**config.mk**
```make
export PLATFORM = sky130hd
export DESIGN_NAME = inst_fetch_buffer
export DESIGN_NICKNAME = d
export VERILOG_FILES = /design/src/rtl/inst_fetch_buffer.sv
export SDC_FILE = /design/constraint.sdc
export NUM_CORES = 1
export LEC_CHECK = 0
export ABC_CLOCK_PERIOD_IN_PS = 9800
export CORE_MARGIN = 3
export CORE_UTILIZATION = 55
export DETAILED_ROUTE_END_ITERATION = 16
export GPL_TIMING_DRIVEN = 0
export PLACE_DENSITY = 0.72
export SLEW_MARGIN = 25
export SYNTH_ARGS = -nofsm -noshare
export SYNTH_HDL_FRONTEND = slang
export SYNTH_SLANG_ARGS = --single-unit
```
**constraint.sdc**
```tcl
create_clock -name clk -period 9.8 [get_ports clk]
set_clock_uncertainty 0.05 [all_clocks]
set_input_delay 1.47 -clock clk [delete_from_list [all_inputs] [get_ports clk]]
set_output_delay 1.47 -clock clk [all_outputs]
set_load 0.01 [all_outputs]
```
**src/rtl/inst_fetch_buffer.sv**
```systemverilog
// rtl/inst_fetch_buffer.sv - elastic instruction queue between fetch and decode
//
// Holds {pc, inst, fetch exception flag, exception cause} entries in FIFO
// order. The oldest entry is presented to the decoder with a valid/ready
// handshake. flush discards all contents at the clock edge where it is high.
//
// Ports:
//   clk, rst            clock (rising edge), synchronous active-high reset
//   flush               drop every entry; push/pop in the same cycle ignored
//   fetch_valid/ready   fetch-side handshake
//   fetch_pc/inst       entry pc and instruction word
//   fetch_is_exception  fetch-side exception attached to the entry
//   fetch_exc_cause     exception code for that entry
//   dec_valid/ready     decode-side handshake on the head entry
//   dec_pc/inst/...     head entry fields, zero when dec_valid=0
//   buf_count           occupancy 0..DEPTH
//
// Optional feature: define IBUF_BYPASS_EN for a zero-latency pass-through
// from fetch_* to dec_* when the queue is empty and the decoder is ready.
module inst_fetch_buffer #(
  parameter int DEPTH = 8,
  parameter int PTR_W = 3
) (
  input  logic             clk,
  input  logic             rst,
  input  logic             flush,
  input  logic             fetch_valid,
  output logic             fetch_ready,
  input  logic [31:0]      fetch_pc,
  input  logic [31:0]      fetch_inst,
  input  logic             fetch_is_exception,
  input  logic [6:0]       fetch_exc_cause,
  output logic             dec_valid,
  input  logic             dec_ready,
  output logic [31:0]      dec_pc,
  output logic [31:0]      dec_inst,
  output logic             dec_is_exception,
  output logic [6:0]       dec_exc_cause,
  output logic [PTR_W:0]   buf_count
);

  localparam int ENTRY_W = 72;
  localparam logic [PTR_W:0] FULL_CNT = (PTR_W+1)'(DEPTH);

  logic [ENTRY_W-1:0] mem [DEPTH];
  logic [PTR_W-1:0]   wr_ptr;
  logic [PTR_W-1:0]   rd_ptr;
  logic [PTR_W:0]     count;

  logic               empty;
  logic               full;
  logic               bypass;
  logic               push;
  logic               pop;
  logic [ENTRY_W-1:0] wr_entry;
  logic [ENTRY_W-1:0] head;

  assign empty       = (count == '0);
  assign full        = (count == FULL_CNT);
  assign fetch_ready = ~full & ~flush & ~rst;
  assign wr_entry    = {fetch_pc, fetch_inst, fetch_is_exception, fetch_exc_cause};
  assign head        = mem[rd_ptr];

`ifdef IBUF_BYPASS_EN
  // Empty queue with a ready decoder: hand the fetch entry straight through
  // and leave storage untouched.
  assign bypass = empty & fetch_valid & dec_ready & ~flush & ~rst;
`else
  assign bypass = 1'b0;
`endif

  // Internal queue operations; a bypassed entry is neither written nor popped.
  assign push = fetch_valid & fetch_ready & ~bypass;
  assign pop  = ~empty & dec_ready & ~flush;

  always_comb begin
    dec_valid        = 1'b0;
    dec_pc           = '0;
    dec_inst         = '0;
    dec_is_exception = 1'b0;
    dec_exc_cause    = '0;
    if (bypass) begin
      dec_valid        = 1'b1;
      dec_pc           = fetch_pc;
      dec_inst         = fetch_inst;
      dec_is_exception = fetch_is_exception;
      dec_exc_cause    = fetch_exc_cause;
    end else if (!empty) begin
      dec_valid        = 1'b1;
      dec_pc           = head[71:40];
      dec_inst         = head[39:8];
      dec_is_exception = head[7];
      dec_exc_cause    = head[6:0];
    end
  end

  // Storage needs no reset; push already excludes rst and flush.
  always_ff @(posedge clk) begin
    if (push) begin
      mem[wr_ptr] <= wr_entry;
    end
  end

  always_ff @(posedge clk) begin
    if (rst || flush) begin
      wr_ptr <= '0;
      rd_ptr <= '0;
      count  <= '0;
    end else begin
      if (push) begin
        wr_ptr <= wr_ptr + PTR_W'(1);
      end
      if (pop) begin
        rd_ptr <= rd_ptr + PTR_W'(1);
      end
      if (push && !pop) begin
        count <= count + (PTR_W+1)'(1);
      end else if (pop && !push) begin
        count <= count - (PTR_W+1)'(1);
      end
    end
  end

  assign buf_count = count;

endmodule
```
==> metrics.log <==
[metrics] final critical-path required period: 4730 ps
[metrics] commonest cells after routing, fill and taps aside: sky130_fd_sc_hd__edfxtp_1 (576), sky130_fd_sc_hd__clkdlybuf4s50_1 (154), sky130_fd_sc_hd__mux4_2 (144)
[metrics] footprint of the flip-flops and latches: 17,600 um2
[metrics] setup TNS after final layout: 0 ps
[metrics] main combinational cell family by area after synthesis: multiplexers
[metrics] commonest non-fill, non-tap cell in the layout: sky130_fd_sc_hd__edfxtp_1
[metrics] element type at the critical path end: primary output
[metrics] clock latency on the worst-skew pair: 580 ps
[metrics] area of all placed cells without fillers: 27,300 um2
[metrics] unrepaired setup endpoints after global routing: false
[metrics] quantity of hold-fixing buffers added after cts: 0
[metrics] clock tree from TritonCTS: built
[metrics] router iterations before antenna repair: 5
[metrics] Data required, critical path: 8280 ps
[metrics] number of placed cells counting well taps: 1,734
[metrics] total DRC errors in the routed layout: 0
[metrics] number of antenna violations at the first check in global routing: 8
[metrics] placed cell area: 25,600 um2
[metrics] most used flip-flop cell after synthesis: sky130_fd_sc_hd__edfxtp_1
[metrics] Peak supply drop: 128 uV
[metrics] Setup-failing EPs final: 0
[metrics] xor and xnor area share after synthesis: 0.194%
[metrics] Mapped Cells: a little under 1,000
[metrics] Hold Crit Start: rd_ptr[1]$_SDFFE_PP0P_
[metrics] post-synth top area share: approximately three quarters
[metrics] maximum buffer depth of the clock tree: 3
[metrics] yosys warns: 0
[metrics] number of storage elements in the synthesis netlist: 589
[metrics] category of the critical setup timing path: register to primary output
[metrics] number of design-rule violations left by the first detailed-router iteration: 1,035
[metrics] fmax: 0.211 GHz
[metrics] largest net degree at the start of global routing: 20
[metrics] starting density of the core: a little under three fifths
[metrics] row cnt: 73
[metrics] Final ANT Viol Nets: 0
[metrics] nets: 1,351
[metrics] filler cell count in the final layout: around 2,500
[metrics] share of the yosys chip area belonging to registers: 77.9%
[metrics] Design Power: 5.03 mW
[metrics] number of instances resized during post-cts repair: 0
[metrics] clock sink total: 589
[metrics] die area: 43,400 um2
[metrics] largest area contributor in the synthesized netlist: sky130_fd_sc_hd__edfxtp_1
[metrics] gr usage total: 21.7%
[metrics] arrival time at the worst endpoint: 3210 ps
[metrics] final worst path period share: about half
[metrics] clock transition at the register clock pins on the worst setup and hold paths after CTS: 60 ps
[metrics] detailed-route vias per instance: between 5 and 6
[metrics] GP Congestion: 0.720
[metrics] Syn Area/Cell: 22.8 um2
[metrics] class of the tightest hold or removal check: register to register
[metrics] leading post-synthesis cells by cell area: sky130_fd_sc_hd__edfxtp_1 (77%), sky130_fd_sc_hd__mux4_2 (14%), sky130_fd_sc_hd__mux2i_1 (3.2%)
[metrics] total count of hold-check failures in the final report: 0
[metrics] synthesis-to-layout area growth: 21.2%
[metrics] Clock Root Buffer: sky130_fd_sc_hd__clkbuf_16
[metrics] EDFF count, synth: 576
[metrics] vias post-DR: 10,700
[metrics] fin cells: 1,840
[metrics] global-route wire length before repair: 70,500 um
[metrics] number of global-route vias before repair: 11,300
[metrics] post-synthesis share of cell area spent on and, or, nand and nor gates: 2.17%
[metrics] number of buffers created by CTS: 57
[metrics] floorplan die height: 208 um
[metrics] overflow left after global routing: 0
[metrics] Synth cell types: 31
[metrics] static leakage: 8.44 nW
[metrics] number of buffers inserted to repair setup after CTS: 0
[metrics] status: finished, final reports clean
[metrics] count of input and output buffers: 154
[metrics] Max-Slew Margin vs Limit: 38.6%
[metrics] average wire per standard cell: 25.0 um
[metrics] power density over cell area: 184 nW/um2
[metrics] share of cell area taken by muxes after synthesis: between 10% and 20%
[metrics] number of ports placed on the die boundary: between 150 and 200
[metrics] maximum fanout count along the critical path: 10
[metrics] area of the mapped netlist: 22,500 um2
[metrics] final cell utilization of the core: about two thirds
[metrics] Worst R2R Start: buf_count[0]$_SDFFE_PP0P_
[metrics] max-cap violation count: 0
[metrics] total nets after synthesis: 1,073
[metrics] max-slew violation total from the final report: 0
[metrics] Adder-Cell Fraction of Synth Area: 0.367%
[metrics] htree depth: 2
[metrics] width of the chip: 208 um
[metrics] startpoint type of the worst setup path: register
[metrics] core area: ~40,000 um2
[metrics] share of layout cells above drive strength 1: approximately a quarter
[metrics] footprint of the multi-input gates: ~4700 um2
[metrics] HPWL after DPL: approximately 30,000 um
[metrics] Final Routed Wirelength: 46,000 um
[metrics] Synth Area in Compound Gates: 0.200%
[metrics] async set or reset register ratio after synthesis: 0%
[metrics] slew at the pin closest to its max-slew limit: 921 ps
-- flip-flops by register name (all words and copies together), names as in the netlist, named ones only --
| register | flops |
|---|---|
| buf_count | 4 |
| mem | 576 |
| wr_ptr | 3 |
| rd_ptr | 3 |
-- cells in the mapped netlist (2+ instances only) --
master and count:
sky130_fd_sc_hd__buf_1 3, sky130_fd_sc_hd__mux4_2 144, sky130_fd_sc_hd__nand3_1 9, sky130_fd_sc_hd__clkbuf_1 21, sky130_fd_sc_hd__or2_2 2, sky130_fd_sc_hd__nor2_1 86, sky130_fd_sc_hd__mux2i_1 73, sky130_fd_sc_hd__buf_12 7
sky130_fd_sc_hd__edfxtp_1 576, sky130_fd_sc_hd__ha_1 5, sky130_fd_sc_hd__a21oi_1 3, sky130_fd_sc_hd__inv_1 2, sky130_fd_sc_hd__nor3_1 4, sky130_fd_sc_hd__buf_2 17, sky130_fd_sc_hd__and2_1 2, sky130_fd_sc_hd__dfxtp_1 13
sky130_fd_sc_hd__xor2_1 4, sky130_fd_sc_hd__nand2_1 6
-- layout make-up --
type	instances	share of cell area, %
Antenna cell	4	0.0367
Clock buffer	76	5.56
Clock inverter	26	0.665
Buffer	49	1.20
Sequential cell	589	64.3
Multi-Input combinational cell	349	17.2
Timing Repair Buffer	219	8.61
Tap cell	525	2.41
Inverter	3	0.0413
-- kinds of logic after synthesis --
family,Yosys count
mux,217
simple gates,114
flops,589
buf+inv,52
fa+ha+maj,6
compound gates,7
xor+xnor,5
-- routing by layer --
metal,routed length (um),track usage (%),vias up
met1,19200,30.8,5598
met3,3320,4.79,73
met4,857,5.95,10
met2,22500,34.9,352
li1,-,-,4683
met5,74,0,-
-- metrics by stage --
| step | worst slack, ps | hold slack (ps) |
|---|---|---|
| detailed placement | 5220 | 441 |
| global route | 4890 | 518 |
| finish | 5070 | 455 |
| CTS | 4960 | 454 |
| floorplan | 2130 | 404 |
| global placement | -3500 | 441 |
-- report_power, final --
| part | total [mW] | switching [mW] | internal, mW |
|---|---|---|---|
| sequential | 2.78 | 0.00516 | 2.78 |
| combinational | 0.239 | 0.121 | 0.118 |
| clock | 2.01 | 0.871 | 1.13 |
| total | 5.03 | 0.997 | 4.03 |
-- critical path, cell delays in order, from the launching register on --
cell	delay, ps
sky130_fd_sc_hd__dfxtp_1	320
sky130_fd_sc_hd__buf_2	320
sky130_fd_sc_hd__clkbuf_1	710
sky130_fd_sc_hd__mux4_2	430
sky130_fd_sc_hd__mux2i_1	300
sky130_fd_sc_hd__nor2_1	70
sky130_fd_sc_hd__clkdlybuf4s50_1	490
-- worst paths after layout --
check                              end  slack, ps  depth (start not counted)
setup / recovery            dec_pc[19]       5070                          6
hold / removal                register        450                          2
setup reg to reg  mem[1][40]$_DFFE_PP_       6810                          8
hold reg to reg               register        450                          2
Note: power is estimated with default switching activity, not from simulation.
==> RTL change: new RTL, same settings <==
Add a define of `IBUF_BYPASS_EN`.
--- a/src/rtl/inst_fetch_buffer.sv
+++ b/src/rtl/inst_fetch_buffer.sv
@@ -19,2 +19,4 @@
 // from fetch_* to dec_* when the queue is empty and the decoder is ready.
+`define IBUF_BYPASS_EN
+
 module inst_fetch_buffer #(
Behaviour: not the same (Yosys sat finds a counterexample within 4 cycles, from zero or initial values).
==> RTL change against the original RTL <==
Synthesized area is 2.5% higher. Sequential cell count stayed put. Wire length is 10% higher. Power is 3.1% higher. Sequential power hardly changed. Design area is 2.6% higher. Worst setup slack worse by 1.1 ns. Largest cell class unchanged. Combinational power is 25% higher.
==> RTL change: results (changes against the original RTL) <==
[outcome]
status=completed

[global_route]
grt_pass1_wl_mm=77.27  ; +9.6%
antenna_found_initial=4  ; -4
grt_pass1_vias=12410  ; +10%
grt_usage=0.2334  ; +0.01621

[worst_setup_path]
timing.rr.start=buf_count[1]
cp_data_arrival_time_ns=4.32  ; +1.11 ns
reg2reg_slack_ns=6.94  ; +0.13 ns
worstRegToRegCells=11  ; +3
critical-path-max-stage-delay_ns=0.60  ; -0.11 ns

[yosys]
synth_commonest_cells=edfxtp_1, a21oi_1, mux4_2
ys_top_cells_by_area=edfxtp_1, mux4_2, mux2i_1
synth_cell_types=31  ; unchanged
ys_seq_area_frac=0.7601  ; -0.01921
syn-num-nets=1165  ; +8.6%

[clock_network]
clockBufferDepth=3  ; unchanged

[power_and_ir_drop]
ir_worst_vdd_mv=0.1335  ; +4.7%
leakage_nw=8.671  ; +2.7%

[routing]
top_layer=met5
m1WireLength_mm=21.22  ; +10%
routed_via_density=6.120  ; +5.1%
dr.pass1.iters=6  ; +1
drt-wirelength-per-cell_um=26.39  ; +5.6%
dr_wl_met2_mm=24.60  ; +9.3%
wl_met3_mm=3.820  ; +15%

[placed_design]
post_dp_cell_area_mm2=0.02622  ; +2.5%
place_hpwl_mm=31.81  ; +4.8%
place_ws_ns=4.027  ; -1.191 ns

[hold_path]
hold_depth=1  ; -1

[layout]
layout-drive-gt1-share=0.2345  ; -0.01113
fin_nets=1426  ; +5.6%

[timing]
tightest_slew_ns=0.9556  ; +0.03484 ns
whs_ns=0.4437  ; -0.01104 ns

-- RTL change: worst max-delay path by stage --
stage                  end      start  depth (start not counted)  slack (ns)
2_1_floorplan    mem[0][0]      flush                          4        2.32
3_3_place_gp     mem[0][8]      flush                          5       -3.25
3_5_place_dp   dec_inst[3]  dec_ready                          7        4.03
4_1_cts        dec_inst[3]  dec_ready                          7        4.00
5_1_grt        dec_inst[3]  dec_ready                          7        3.87
6_report       dec_inst[3]  dec_ready                          7        3.96
-- RTL change: power breakdown --
group          total [mW]  switching [mW]  internal (mW)
combinational       0.299           0.156          0.143
clock                2.11           0.885           1.22
sequential           2.78         0.00337           2.77
-- RTL change: cell families after synthesis --
logic type	count (synthesis)	share of synthesized area
DFF	589	0.7601
AOI/OAI and AO/OA	154	0.03402
xor gates and xnor gates	5	0.001896
and+or+nand+nor	41	0.008559
adders and majority gates	6	0.003575
muxes	219	0.1729
buffers and inverters	68	0.01891
-- RTL change: per-stage QoR --
step                      cells  utilization
after global routing       1919       0.6796
after global placement     1768       0.6142
after floorplan            1082            -
after detailed placement   1816       0.6363
final                      1920       0.6797
after CTS                  1918       0.6796
-- RTL change: per-layer routing --
metal / vias to the layer above / GRT usage
met5: - / 0
met3: 77 / 0.04515
met1: 6169 / 0.3481
met4: 4 / 0.06236
met2: 439 / 0.3641
li1: 5062 / -
-- RTL change: final cells by class --
cell class	instances	area [um^2]
Sequential cell	589	17560
Fill cell	2642	13200
Multi-Input combinational cell	425	5159
Timing Repair Buffer	202	2400
Clock buffer	73	1526
Tap cell	532	665.6
Buffer	67	432.9
Clock inverter	29	255.2
Antenna cell	2	5.005
Inverter	1	3.754
-- RTL change: worst max-delay path, delay by kind of cell --
family / cells / cell delay [ns]
AOI/OAI and AO/OA: 2 / 0.44
buffers and inverters: 4 / 2.11
and+or+nand+nor: 1 / 0.28
